File: src/rtl/alu_pkg.sv
// Shared types and helpers for the ALU request scheduler: FSM states,
// response flag layout and multiply-command decoding.
package alu_pkg;

  typedef enum logic [1:0] {
    IDLE  = 2'd0,
    ISSUE = 2'd1,
    WAIT  = 2'd2,
    RESP  = 2'd3
  } sched_state_e;

  // Bit order matches rsp_flags = {ERR,E,L,G,OFLOW,COUT}.
  typedef struct packed {
    logic err;
    logic e;
    logic l;
    logic g;
    logic oflow;
    logic cout;
  } alu_flags_t;

  localparam logic [7:0] CMD_MUL_INC = 8'd9;
  localparam logic [7:0] CMD_MUL_SHL = 8'd10;

  function automatic logic is_mul(input logic mode, input logic [7:0] cmd);
    return mode && ((cmd == CMD_MUL_INC) || (cmd == CMD_MUL_SHL));
  endfunction

endpackage

File: src/rtl/alu_rr_arbiter.sv
// Rotating-priority one-hot arbiter with its grant pointer.
// ALU_SCHED_PRIO0_EN: requester 0 gets strict priority; the rest rotate.
module alu_rr_arbiter #(
  parameter int N_REQ = 4,
  parameter int ID_W  = 2
) (
  input  logic             clk,
  input  logic             rst,
  input  logic [N_REQ-1:0] req,
  input  logic             advance,
  output logic [N_REQ-1:0] gnt,
  output logic [ID_W-1:0]  gnt_id
);

  logic [ID_W-1:0]  ptr_q, ptr_d;
  logic [ID_W-1:0]  idx;
  logic [N_REQ-1:0] req_rr;
  logic             found;

  always_comb begin
    gnt    = '0;
    gnt_id = '0;
    found  = 1'b0;
    idx    = '0;
    req_rr = req;
`ifdef ALU_SCHED_PRIO0_EN
    req_rr[0] = 1'b0;
    if (req[0]) begin
      gnt[0] = 1'b1;
      found  = 1'b1;
    end
`endif
    // Search starts at the pointer and wraps once around all requesters.
    for (int i = 0; i < N_REQ; i++) begin
      idx = ID_W'((int'(ptr_q) + i) % N_REQ);
      if (!found && req_rr[idx]) begin
        found    = 1'b1;
        gnt[idx] = 1'b1;
        gnt_id   = idx;
      end
    end
  end

  always_comb begin
    ptr_d = ptr_q;
    if (advance) begin
`ifdef ALU_SCHED_PRIO0_EN
      if (gnt_id != '0) begin
        ptr_d = (int'(gnt_id) == N_REQ - 1) ? ID_W'(1) : gnt_id + ID_W'(1);
      end
`else
      ptr_d = (int'(gnt_id) == N_REQ - 1) ? '0 : gnt_id + ID_W'(1);
`endif
    end
  end

  always_ff @(posedge clk) begin
    if (rst) ptr_q <= '0;
    else     ptr_q <= ptr_d;
  end

endmodule

File: src/rtl/alu_req_scheduler.sv
// Shares one ALU between N_REQ requesters: arbitrate, issue, wait, respond.
// ALU_SCHED_PRIO0_EN (in alu_rr_arbiter) gives requester 0 strict priority.
module alu_req_scheduler
  import alu_pkg::*;
#(
  parameter  int N_REQ   = 4,
  parameter  int WIDTH   = 8,
  parameter  int CMD_W   = 4,
  parameter  int ALU_LAT = 1,
  parameter  int MUL_LAT = 2,
  localparam int ID_W    = $clog2(N_REQ)
) (
  input  logic                     CLK,
  input  logic                     RST,
  input  logic [N_REQ-1:0]         req_valid,
  output logic [N_REQ-1:0]         req_ready,
  input  logic [N_REQ*WIDTH-1:0]   req_opa,
  input  logic [N_REQ*WIDTH-1:0]   req_opb,
  input  logic [N_REQ*CMD_W-1:0]   req_cmd,
  input  logic [N_REQ-1:0]         req_mode,
  input  logic [N_REQ-1:0]         req_cin,
  output logic [WIDTH-1:0]         OPA,
  output logic [WIDTH-1:0]         OPB,
  output logic [CMD_W-1:0]         CMD,
  output logic                     MODE,
  output logic                     CIN,
  output logic                     CE,
  output logic [1:0]               INP_VALID,
  input  logic [2*WIDTH-1:0]       RES,
  input  logic                     COUT,
  input  logic                     OFLOW,
  input  logic                     G,
  input  logic                     L,
  input  logic                     E,
  input  logic                     ERR,
  output logic                     rsp_valid,
  input  logic                     rsp_ready,
  output logic [ID_W-1:0]          rsp_id,
  output logic [2*WIDTH-1:0]       rsp_res,
  output logic [5:0]               rsp_flags
);

  localparam int CNT_W = 8;

  sched_state_e       state_q, state_d;
  logic [CNT_W-1:0]   cnt_q, cnt_d;
  logic [WIDTH-1:0]   opa_q, opa_d, opb_q, opb_d;
  logic [CMD_W-1:0]   cmd_q, cmd_d;
  logic               mode_q, mode_d, cin_q, cin_d;
  logic [ID_W-1:0]    id_q, id_d;
  logic [2*WIDTH-1:0] res_q, res_d;
  alu_flags_t         flags_q, flags_d;
  logic [5:0]         flags_vec;

  logic [N_REQ-1:0]   gnt;
  logic [ID_W-1:0]    gnt_id;
  logic               grant_fire;

  assign grant_fire = (state_q == IDLE) && (|req_valid) && !RST;

  alu_rr_arbiter #(
    .N_REQ (N_REQ),
    .ID_W  (ID_W)
  ) u_arb (
    .clk     (CLK),
    .rst     (RST),
    .req     (req_valid),
    .advance (grant_fire),
    .gnt     (gnt),
    .gnt_id  (gnt_id)
  );

  always_comb begin
    state_d   = state_q;
    cnt_d     = cnt_q;
    opa_d     = opa_q;
    opb_d     = opb_q;
    cmd_d     = cmd_q;
    mode_d    = mode_q;
    cin_d     = cin_q;
    id_d      = id_q;
    res_d     = res_q;
    flags_d   = flags_q;
    req_ready = '0;
    case (state_q)
      IDLE: begin
        if (|req_valid) begin
          req_ready = gnt;
          id_d      = gnt_id;
          for (int i = 0; i < N_REQ; i++) begin
            if (gnt[i]) begin
              opa_d  = req_opa[i*WIDTH +: WIDTH];
              opb_d  = req_opb[i*WIDTH +: WIDTH];
              cmd_d  = req_cmd[i*CMD_W +: CMD_W];
              mode_d = req_mode[i];
              cin_d  = req_cin[i];
            end
          end
          state_d = ISSUE;
        end
      end
      ISSUE: begin
        cnt_d   = is_mul(mode_q, 8'(cmd_q)) ? CNT_W'(MUL_LAT) : CNT_W'(ALU_LAT);
        state_d = WAIT;
      end
      WAIT: begin
        // ALU is held with CE=0, so its outputs are stable when sampled here.
        if (cnt_q <= CNT_W'(1)) begin
          res_d   = RES;
          flags_d = '{err: ERR, e: E, l: L, g: G, oflow: OFLOW, cout: COUT};
          state_d = RESP;
        end else begin
          cnt_d = cnt_q - CNT_W'(1);
        end
      end
      RESP: begin
        if (rsp_ready) state_d = IDLE;
      end
      default: state_d = IDLE;
    endcase
    if (RST) req_ready = '0;
  end

  always_ff @(posedge CLK) begin
    if (RST) begin
      state_q <= IDLE;
      cnt_q   <= '0;
    end else begin
      state_q <= state_d;
      cnt_q   <= cnt_d;
    end
  end

  always_ff @(posedge CLK) begin
    opa_q   <= opa_d;
    opb_q   <= opb_d;
    cmd_q   <= cmd_d;
    mode_q  <= mode_d;
    cin_q   <= cin_d;
    id_q    <= id_d;
    res_q   <= res_d;
    flags_q <= flags_d;
  end

  // Outputs are gated by state so everything reads 0 outside its phase.
  assign flags_vec = flags_q;
  assign CE        = (state_q == ISSUE);
  assign INP_VALID = (state_q == ISSUE) ? 2'b11 : 2'b00;
  assign OPA       = (state_q == ISSUE) ? opa_q : '0;
  assign OPB       = (state_q == ISSUE) ? opb_q : '0;
  assign CMD       = (state_q == ISSUE) ? cmd_q : '0;
  assign MODE      = (state_q == ISSUE) && mode_q;
  assign CIN       = (state_q == ISSUE) && cin_q;
  assign rsp_valid = (state_q == RESP);
  assign rsp_id    = (state_q == RESP) ? id_q : '0;
  assign rsp_res   = (state_q == RESP) ? res_q : '0;
  assign rsp_flags = (state_q == RESP) ? flags_vec : 6'b0;

endmodule
File: config.mk
export PLATFORM = sky130hd
export DESIGN_NAME = alu_req_scheduler
export DESIGN_NICKNAME = d
export VERILOG_FILES = /design/src/rtl/alu_pkg.sv /design/src/rtl/alu_rr_arbiter.sv /design/src/rtl/alu_req_scheduler.sv
export SDC_FILE = /design/constraint.sdc
export NUM_CORES = 1
export LEC_CHECK = 0
export BUFFER_PORTS_ARGS = -buffer_cell sky130_fd_sc_hd__buf_2
export CORE_UTILIZATION = 50
export DETAILED_ROUTE_END_ITERATION = 10
export GPL_ROUTABILITY_DRIVEN = 0
export PLACE_DENSITY = 0.88
export SETUP_SLACK_MARGIN = 0.02
export SYNTH_ARGS = -nofsm -noshare
export SYNTH_HDL_FRONTEND = slang
export SYNTH_SLANG_ARGS = --single-unit
File: constraint.sdc
create_clock -name CLK -period 8.8 [get_ports CLK]
set_input_delay 1.76 -clock CLK [delete_from_list [all_inputs] [get_ports CLK]]
set_output_delay 1.76 -clock CLK [all_outputs]
set_load 0.03 [all_outputs]
==> impl_metrics.prom <==
# TYPE chip_impl_metric gauge
chip_impl_metric{name="core_area",unit="mm²"} 0.00733
chip_impl_info{name="netlist.top_cell.by_area",value="edfxtp_1"} 1
chip_impl_metric{name="layout_min_cycle_time",unit="ns"} 5.71
chip_impl_metric{name="nets",unit=""} 655
chip_impl_metric{name="net-switching-power",unit="µW"} 748
chip_impl_metric{name="power_frac_clock",unit=""} 0.163
chip_impl_metric{name="tns",unit="ns"} 0
chip_impl_info{name="worst_path_most_repeated_cell",value="buf_2"} 1
chip_impl_metric{name="clk_latency",unit="ns"} 0.33
chip_impl_info{name="worst_path_max_delay_cell",value="a2bb2oi_4"} 1
chip_impl_metric{name="post_cts.repair.setup_buffers",unit=""} 0
chip_impl_metric{name="antenna_found_initial",unit=""} 0
chip_impl_metric{name="synth_nets",unit=""} 496
chip_impl_info{name="cts.root.buffer_cell",value="clkbuf_8"} 1
chip_impl_info{name="critical_path_class",value="input port to output pin"} 1
chip_impl_metric{name="synthDistinctLibCells",unit=""} 56
chip_impl_metric{name="ctsHoldBuffers",unit=""} 0
chip_impl_metric{name="seqPwrFrac",unit=""} 0.292
chip_impl_metric{name="wl_per_cell",unit="µm"} 14.8
chip_impl_metric{name="layout-drive-gt1-share",unit=""} 0.419
chip_impl_metric{name="io_pins",unit=""} 171
chip_impl_metric{name="overflow",unit=""} 0
chip_impl_metric{name="detailed_place.area",unit="mm²"} 0.00467
chip_impl_metric{name="async_reset_ff_frac",unit=""} 0
chip_impl_metric{name="first_iter_violations",unit=""} 125
chip_impl_metric{name="die_y",unit="µm"} 89.5
chip_impl_metric{name="min_period_over_period",unit=""} 0.649
chip_impl_metric{name="post_synth_inst_count",unit=""} 366
chip_impl_metric{name="fin_util",unit=""} 0.669
chip_impl_metric{name="postSynthAreaPerCell",unit="µm²"} 10.5
chip_impl_metric{name="maxClockFrequency",unit="GHz"} 0.175
chip_impl_info{name="worst_setup_path_end_kind",value="output pin"} 1
chip_impl_info{name="worstSetupStartpointType",value="input port"} 1
chip_impl_metric{name="worst_ir_drop_vdd",unit="mV"} 0.299
chip_impl_metric{name="grt_use_total",unit=""} 0.222
chip_impl_metric{name="worst-path-max-fanout",unit=""} 24
chip_impl_metric{name="detailed_place_hpwl",unit="µm"} 7160
chip_impl_metric{name="sw_frac_of_total",unit=""} 0.428
chip_impl_metric{name="p_leak",unit="µW"} 0.00232
chip_impl_metric{name="maxCapViolations",unit=""} 0
chip_impl_metric{name="via_count",unit=""} 3316
chip_impl_metric{name="cts-buffers-inserted",unit=""} 9
chip_impl_metric{name="ys_ff_latch",unit=""} 58
chip_impl_metric{name="worst_path_largest_cell_delay",unit="ns"} 0.77
chip_impl_metric{name="hold_violations",unit=""} 0
chip_impl_metric{name="cts_buffer_depth",unit=""} 2
chip_impl_metric{name="num_rows",unit=""} 31
chip_impl_metric{name="ctsHtreeMaxLevel",unit=""} 3
chip_impl_metric{name="ant_nets",unit=""} 0
chip_impl_metric{name="largest_net_degree_at_the_start_of_global_routing",unit=""} 28
chip_impl_metric{name="placement.io_buffers",unit=""} 170
chip_impl_metric{name="syn-cell-area",unit="mm²"} 0.00383
chip_impl_metric{name="relSlewSlack",unit=""} 0.323
chip_impl_info{name="post-synth-top-count-cell",value="and2_1"} 1
chip_impl_info{name="dominantRegCellSynth",value="edfxtp_1"} 1
chip_impl_info{name="synth.area.top_cells",value="edfxtp_1 (36%), and2_1 (7.8%), o221ai_2 (7.8%), mux2i_1 (7.1%), dfxtp_1 (6.3%)"} 1
chip_impl_metric{name="synth_enable_flop_cells",unit=""} 46
chip_impl_metric{name="timing.final.max_slew_violations",unit=""} 0
chip_impl_metric{name="timing.clock.skew",unit="ns"} 0.0111
chip_impl_metric{name="number_of_global_route_vias_before_repair",unit=""} 2987
chip_impl_metric{name="cellInternalPower",unit="µW"} 1000
chip_impl_metric{name="wirelength",unit="µm"} 9310
chip_impl_metric{name="report.final.setup_viol",unit=""} 0
chip_impl_info{name="holdCritPathClass",value="register to register"} 1
chip_impl_metric{name="tightestPinTransition",unit="ns"} 1.01
chip_impl_info{name="cts_tree",value="built"} 1
chip_impl_metric{name="seq_area_frac_synth",unit=""} 0.423
chip_impl_metric{name="yosys_warnings",unit=""} 0
chip_impl_metric{name="design.die.area",unit="mm²"} 0.00801
chip_impl_metric{name="synth_top_area_frac",unit=""} 0.361
chip_impl_metric{name="postLayoutCellArea",unit="mm²"} 0.00490
chip_impl_metric{name="via_per_inst",unit=""} 5.27
chip_impl_metric{name="fin_ws",unit="ns"} 3.09
chip_impl_info{name="critical_path.cell_chain",value="buf_2 > mux4_2 > a21o_1 > a21oi_2 > a2bb2oi_4 > nor2_1 > buf_2"} 1
chip_impl_info{name="path_delay_family",value="compound AO/OA/AOI/OAI gates"} 1
chip_impl_metric{name="drt_first_pass_iters",unit=""} 4
chip_impl_metric{name="data_arrival_at_the_endpoint_of_the_critical_path",unit="ns"} 3.95
chip_impl_metric{name="power.density",unit="mW/mm²"} 357
chip_impl_metric{name="post_cts_resized",unit=""} 0
chip_impl_metric{name="die_x",unit="µm"} 89.5
chip_impl_metric{name="grt_pass1_wl",unit="µm"} 13400
chip_impl_metric{name="pre_cts_slack",unit="ns"} 3.11
chip_impl_info{name="grt_setup_unrepaired",value="no"} 1
chip_impl_info{name="synth_commonest_cells",value="and2_1 (48), edfxtp_1 (46), inv_1 (33), nand2_1 (33), mux2i_1 (27)"} 1
chip_impl_metric{name="clock_sink_count",unit=""} 58
chip_impl_info{name="outcome",value="complete, no violations"} 1
chip_impl_metric{name="post-route-drc-count",unit=""} 0
chip_impl_metric{name="critical_path.n_buffers_inverters",unit=""} 2
chip_impl_metric{name="timing.critical_path.required",unit="ns"} 7.04
chip_impl_metric{name="area_growth_syn_to_fin",unit="%"} 28.0
chip_impl_metric{name="comb_power_share",unit=""} 0.545
chip_impl_metric{name="start_util",unit=""} 0.522
chip_impl_metric{name="clk_pin_slew_worst_paths",unit="ns"} 0.06
chip_impl_metric{name="antenna_cells",unit=""} 0
==> worst min-delay path, cell delays in order, from the launching register on <==
cell and delay [ns]:
dfxtp_1 0.33, o311ai_0 0.10, a21oi_1 0.07
==> layout make-up <==
type                       instances  area (µm²)
fill                             560        2430
multi-input combinational        250        1930
sequential                        58        1620
timing repair buffer             172         866
inverter                          34         128
clock buffer                       9         124
tap                               99         124
clock inverter                     7         108
==> sequential cells by signal, summed over array words and instances (netlist names), named ones only <==
register / flops
u_arb.ptr_q: 1
mode_q: 1
flags_q: 6
cin_q: 1
id_q: 2
cnt_q: 8
opa_q: 8
state_q: 2
res_q: 16
cmd_q: 4
opb_q: 8
==> power by group through the flow <==
stage                     Clock, µW  Combinational [µW]  Sequential (µW)
after detailed placement          0                 954              515
final                           285                 953              510
after global routing            304                1030              523
after global placement            0                 924              509
after floorplan                   0                 801              490
after CTS                       290                 956              510
==> final timing paths <==
kind / start / cells past startpoint / endpoint / slack [ns]
max: req_valid[2] / 7 / req_ready[1] / 3.09
min reg2reg: cnt_q[4] / 2 / cnt_q[4] / 0.56
max reg2reg: register / 9 / opb_q[7] / 4.67
min: cnt_q[4] / 2 / cnt_q[4] / 0.56
==> placed cells by master (no fill, tap or decap), types with 2 or more instances in the layout <==
master,Yosys,final
a21oi_1,8,8
o221ai_1,2,2
nand3_1,3,3
buf_4,4,2
clkbuf_8,0,9
nand3b_1,2,2
and2_1,48,48
o221ai_2,20,20
ha_1,13,13
nor3_1,7,7
edfxtp_1,46,46
a211oi_1,3,3
dfxtp_1,12,12
buf_2,5,170
clkinv_1,0,2
xnor2_1,2,2
nor4_1,4,4
xor2_1,2,2
mux2_2,4,4
bufinv_16,0,3
a21oi_2,2,2
o211ai_1,2,2
o21a_1,2,2
nand2b_1,7,7
nand2_1,33,33
mux4_2,2,2
a21o_1,2,2
mux2i_1,27,27
inv_1,33,33
or4_1,3,3
o311ai_0,2,2
o22ai_1,3,3
clkinv_2,0,2
o21ai_0,2,2
and3b_1,2,2
nor2_1,22,22
nor2b_1,2,2
==> logic make-up (layout without fill, tap and decap cells) <==
group | Yosys count | count (layout) | share of synthesized area
adder cells (fa/ha/maj) | 13 | 13 | 0.0425
AND/OR/NAND/NOR | 140 | 140 | 0.196
flip-flops | 58 | 58 | 0.423
buffers and inverters | 58 | 222 | 0.0768
XOR/XNOR | 4 | 4 | 0.00915
multiplexers | 33 | 33 | 0.0941
AO/OA/AOI/OAI | 60 | 60 | 0.158
==> per-layer routing <==
metal,routed length [µm],part of all wire,track usage
met2,4720,0.51,0.380
met3,623,0.067,0.0656
met5,0,0,0
met4,155,0.017,0.0851
met1,3810,0.41,0.263
==> metrics by stage <==
| step | total power [µW] | std cells | hold WS (ns) |
|---|---|---|---|
| floorplan | 1290 | 366 | 0.485 |
| global placement | 1430 | 613 | 0.504 |
| detailed placement | 1470 | 613 | 0.527 |
| CTS | 1760 | 629 | 0.540 |
| global route | 1860 | 629 | 0.607 |
| finish | 1750 | 629 | 0.555 |
No activity file was read; power rests on OpenSTA's default activity.
